**config.mk**
```make
export PLATFORM = sky130hd
export DESIGN_NAME = bram_line_unpacker
export DESIGN_NICKNAME = d
export VERILOG_FILES = /design/src/rtl/bram_line_unpacker.sv
export SDC_FILE = /design/constraint.sdc
export NUM_CORES = 1
export LEC_CHECK = 0
export CAP_MARGIN = 15
export CORE_AREA = 5 5 170 139
export DETAILED_ROUTE_END_ITERATION = 8
export DIE_AREA = 0 0 175 144
export GPL_TIMING_DRIVEN = 0
export PLACE_DENSITY_LB_ADDON = 0.1
export SLEW_MARGIN = 40
export SYNTH_ARGS = -nofsm -noshare
export SYNTH_HDL_FRONTEND = slang
export SYNTH_SLANG_ARGS = --single-unit
export TNS_END_PERCENT = 30
```
**constraint.sdc**
```tcl
create_clock -name clk -period 3.3 [get_ports clk]
set_clock_uncertainty 0.2 [all_clocks]
set_input_delay 0.99 -clock clk [delete_from_list [all_inputs] [get_ports clk]]
set_output_delay 0.99 -clock clk [all_outputs]
set_load 0.01 [all_outputs]
```
**src/rtl/bram_line_unpacker.sv**
```systemverilog
// bram_line_unpacker: drains a run of BRAM lines into a 32-bit FIFO.
// Each 16*BURST_LEN-bit line is emitted lane by lane, lane 0 first, with
// every lane zero-extended to one FIFO word. Writes stall while the FIFO is
// full or within HEADROOM words of FIFO_DEPTH.
//
// state  | meaning
// S_IDLE | waiting for start; parameters latched on an accepted start
// S_READ | ram_addr presented for the current line
// S_LOAD | BRAM data captured into the lane shift register
// S_EMIT | one lane per unblocked cycle written to the FIFO
// S_DONE | one-cycle completion pulse
module bram_line_unpacker #(
  parameter int BURST_LEN  = 8,
  parameter int ADDR_W     = 10,
  parameter int FIFO_DEPTH = 1023,
  parameter int HEADROOM   = 4
) (
  input  logic                    clk,
  input  logic                    rst,
  input  logic                    start,
  input  logic [ADDR_W-1:0]       base_addr,
  input  logic [ADDR_W:0]         line_count,
  output logic [ADDR_W-1:0]       ram_addr,
  input  logic [16*BURST_LEN-1:0] ram_dout,
  output logic [31:0]             fifo_din,
  output logic                    fifo_wr_en,
  input  logic                    fifo_full,
  input  logic [9:0]              fifo_wr_count,
  output logic                    busy,
  output logic                    done,
  output logic [15:0]             words_sent
);

  localparam int LANE_W = (BURST_LEN > 1) ? $clog2(BURST_LEN) : 1;
  localparam int LINE_W = 16 * BURST_LEN;
  localparam logic [LANE_W-1:0] LAST_LANE = LANE_W'(BURST_LEN - 1);
  // Occupancy at which writes pause; the slack absorbs wr_count lag.
  localparam int unsigned BLOCK_LEVEL = FIFO_DEPTH - HEADROOM;

  typedef enum logic [2:0] {
    S_IDLE,
    S_READ,
    S_LOAD,
    S_EMIT,
    S_DONE
  } state_t;

  state_t state, state_nxt;

  logic [ADDR_W-1:0] line_addr;
  logic [ADDR_W-1:0] ram_addr_q;
  logic [ADDR_W:0]   lines_left;
  logic [LINE_W-1:0] shift_reg;
  logic [LANE_W-1:0] lane_cnt;
  logic [15:0]       words_cnt;
  logic              blocked;
  logic              last_lane;

  assign blocked   = fifo_full | (32'(fifo_wr_count) >= BLOCK_LEVEL);
  assign last_lane = (lane_cnt == LAST_LANE);

  assign fifo_din   = {16'h0000, shift_reg[15:0]};
  assign words_sent = words_cnt;
  // The address is live during READ and parked on its last value otherwise.
  assign ram_addr   = (state == S_READ) ? line_addr : ram_addr_q;

  // State register.
  always_ff @(posedge clk) begin
    if (rst) state <= S_IDLE;
    else     state <= state_nxt;
  end

  // Next-state decode and FSM-driven strobes.
  always_comb begin
    state_nxt  = state;
    fifo_wr_en = 1'b0;
    busy       = (state != S_IDLE);
    done       = 1'b0;
    case (state)
      S_IDLE: begin
        if (start) state_nxt = (line_count != '0) ? S_READ : S_DONE;
      end
      S_READ: state_nxt = S_LOAD;
      S_LOAD: state_nxt = S_EMIT;
      S_EMIT: begin
        if (!blocked) begin
          fifo_wr_en = 1'b1;
          if (last_lane)
            state_nxt = (lines_left == (ADDR_W+1)'(1)) ? S_DONE : S_READ;
        end
      end
      S_DONE: begin
        done      = 1'b1;
        state_nxt = S_IDLE;
      end
      default: state_nxt = S_IDLE;
    endcase
  end

  // Datapath: run parameters, lane shifter and word counter.
  always_ff @(posedge clk) begin
    if (rst) begin
      line_addr  <= '0;
      ram_addr_q <= '0;
      lines_left <= '0;
      shift_reg  <= '0;
      lane_cnt   <= '0;
      words_cnt  <= '0;
    end else begin
      case (state)
        S_IDLE: begin
          if (start) begin
            line_addr  <= base_addr;
            lines_left <= line_count;
            words_cnt  <= '0;
          end
        end
        S_READ: ram_addr_q <= line_addr;
        S_LOAD: begin
          shift_reg <= ram_dout;
          lane_cnt  <= '0;
        end
        S_EMIT: begin
          if (fifo_wr_en) begin
            shift_reg <= shift_reg >> 16;
            lane_cnt  <= lane_cnt + LANE_W'(1);
            if (words_cnt != 16'hFFFF) words_cnt <= words_cnt + 16'd1;
            if (last_lane) begin
              lines_left <= lines_left - (ADDR_W+1)'(1);
              line_addr  <= line_addr + ADDR_W'(1);
            end
          end
        end
        default: ;
      endcase
    end
  end

endmodule

```
==> impl_metrics.json <==
{
  "min_period_over_period_pct": 96.8,
  "outcome": "completed",
  "synthesis.area_um2": 8930,
  "reg2regPathDepth": 7,
  "n_fill_cell": 2065,
  "port_buffers": 207,
  "crit_slowest_cell": "mux2_2",
  "grt_pass1_wl_mm": 44.2,
  "vias_per_cell": 5.30,
  "layout_setup_ws_ps": 106,
  "htree_levels": 4,
  "min_period_ps": 3190,
  "synth_edf_count": 0,
  "core_um2": 21900,
  "dp_hpwl_mm": 21.7,
  "die_height_um": 144,
  "power_w": 0.00670,
  "grt_max_degree": 17,
  "die_area_um2": 25200,
  "max-vdd-ir-drop_mv": 0.318,
  "worstHoldEndpoint": "lane_cnt[1]",
  "place.gp.congestion": 0.901,
  "areaGrowthSynthToFinish_pct": 35.2,
  "rr_startpoint": "state[2]",
  "yosysUniqueCellTypes": 59,
  "ys_seq_elements": 181,
  "root_buffer": "clkbuf_16",
  "preCtsSetupSlack_ps": -771,
  "postSynth.asyncResetShare_pct": 0,
  "rsz0062_at_grt": "no",
  "required_ps": 2110,
  "hold-path-cell-count": 2,
  "end_kind": "output pin",
  "cts_tree": "built",
  "setup_tns_ps": 0,
  "worst-r2r-setup-slack_ps": 630,
  "layout.nets": 1489,
  "gr-total-overflow": 0,
  "grt_pass1_vias": 8231,
  "drtIter0Drc": 689,
  "drc": 0,
  "hold_start": "lane_cnt[1]",
  "fmax_ghz": 0.313,
  "syn_inst": 1076,
  "worstSkewPairLatency_ps": 430,
  "antenna_found_initial": 4,
  "max_stage_delay_ps": 360,
  "drive_gt1_share_pct": 13.5,
  "crit_chain": "buf_4 > nor3b_4 > buf_6 > mux2_2 > dlygate4sd2_1",
  "yosys_warnings": 0,
  "cts_sinks": 181,
  "routed_wirelength_mm": 28.7,
  "floorplan.initialDensity_pct": 40.7,
  "syn_avg_cell_area_um2": 8.30,
  "drv_cap": 0,
  "wl_per_cell_um": 17.8,
  "vias": 8542,
  "path_class": "reg -> out",
  "clock_path_buffers": 2,
  "finalSetupViolCount": 0,
  "first_pass_iters": 5,
  "largest_register_ffs": 128,
  "critPathLaunch": "state[0]",
  "cp-start-kind": "flip-flop",
  "io_pins": 224,
  "crit_fanout": 10,
  "clk_pin_slew_ps": 70,
  "seq_area_frac_synth_pct": 40.6,
  "worst_pin_slew_ps": 823,
  "slew_viol_final": 0,
  "grt.total_usage_pct": 22.0,
  "worstHoldPathType": "reg -> reg",
  "num_rows": 49,
  "total_leakage_power_nw": 4.53,
  "antenna_cells": 0,
  "hold_viol_final": 0,
  "p_per_area_nw_per_um2": 555,
  "cts_buffers": 17,
  "stdcell_count": 1612,
  "ctsHoldBuffers": 0,
  "dp.cells": 1578,
  "critPathArrivalTime_ps": 2000,
  "finish.utilization_pct": 55.0,
  "die_x_um": 175,
  "worstReg2RegEnd": "shift_reg[4]",
  "synth_ff_type": "dfxtp_1",
  "maxSlewHeadroom_pct": 45.2,
  "antenna_left": 0
}
-- layout make-up --
cell class / count / area [um2] / area share, %
buffer: 120 / 733 / 6.07
clock buffer: 17 / 425 / 3.52
clock inverter: 14 / 175 / 1.45
inverter: 11 / 43.8 / 0.363
multi-input combinational: 779 / 4610 / 38.2
sequential: 181 / 3620 / 30.0
tap: 280 / 350 / 2.90
timing repair buffer: 210 / 2110 / 17.5
-- per-layer routing --
metal  GRT usage [%]  wire length, um  up-vias
li1                -                -     4246
met2            33.7            12600      279
met1            31.4            13700     3975
met3            5.83             2040       34
met5               0               39        -
met4            4.59              349        8
-- cells by family (layout without fill, tap and decap cells) --
group	count (synthesis)	count (layout)	synth area share (%)
buffers and inverters	131	372	8.62
AOI/OAI and AO/OA	240	240	24.6
xor gates and xnor gates	5	5	0.490
DFF	181	181	40.6
muxes	10	10	1.26
adders and majority gates	6	6	0.841
and+or+nand+nor	502	502	23.5
other	1	16	0.0420
-- synth_stat cells, types with 13 or more instances --
library cell | count | area, um2
buf_4 | 36 | 270
nand2_1 | 260 | 976
a21oi_1 | 39 | 195
a311oi_1 | 53 | 464
buf_6 | 18 | 203
o21ai_0 | 25 | 125
dfxtp_1 | 181 | 3620
nand3_1 | 13 | 65.1
a311oi_2 | 60 | 901
nor2_1 | 158 | 593
a22oi_1 | 17 | 128
clkbuf_1 | 61 | 229
-- placed cells by master (no fill, tap or decap), types with 12 or more instances in the layout --
| cell type | synthesis | routed |
|---|---|---|
| a311oi_1 | 53 | 53 |
| nand2_1 | 260 | 260 |
| a22oi_1 | 17 | 17 |
| clkbuf_1 | 61 | 61 |
| nand3_1 | 13 | 12 |
| a21oi_1 | 39 | 38 |
| buf_6 | 18 | 20 |
| nor2_1 | 158 | 158 |
| clkbuf_16 | 0 | 17 |
| dfxtp_1 | 181 | 181 |
| clkdlybuf4s50_1 | 0 | 186 |
| a311oi_2 | 60 | 60 |
| conb_1 | 1 | 16 |
| buf_4 | 36 | 39 |
| o21ai_0 | 25 | 25 |
-- report_power, final --
group | switching (W) | leakage [nW] | internal [W]
sequential | 0.000188 | 1.48 | 0.00250
combinational | 0.00101 | 2.76 | 0.000865
clock | 0.000935 | 0.292 | 0.00120
-- critical path, delay by kind of cell, from the launching register on --
| kind | cells | cell delay, ps |
|---|---|---|
| mux | 1 | 360 |
| flops | 1 | 310 |
| buf+inv | 3 | 640 |
| simple gates | 1 | 250 |
-- through the flow --
stage | hold slack (ps) | area [um2]
floorplan | 236 | 8990
global placement | 241 | 11400
detailed placement | 250 | 11400
CTS | 260 | 12000
global route | 299 | 12100
finish | 259 | 12100
-- worst max path at each step --
stage / endpoint / slack (ps)
2_1_floorplan: fifo_wr_en / 450
3_3_place_gp: fifo_wr_en / -760
3_5_place_dp: fifo_wr_en / -770
4_1_cts: fifo_wr_en / -80
5_1_grt: ram_addr[0] / 6
6_report: ram_addr[1] / 110
-- what timing repair did --
item	4_1_cts	5_1_grt
pin swaps	2	4
setup buffers	3	0
setup endpoints to repair	21	13
resized for setup	19	14
Power figures use the tool's default switching activity.
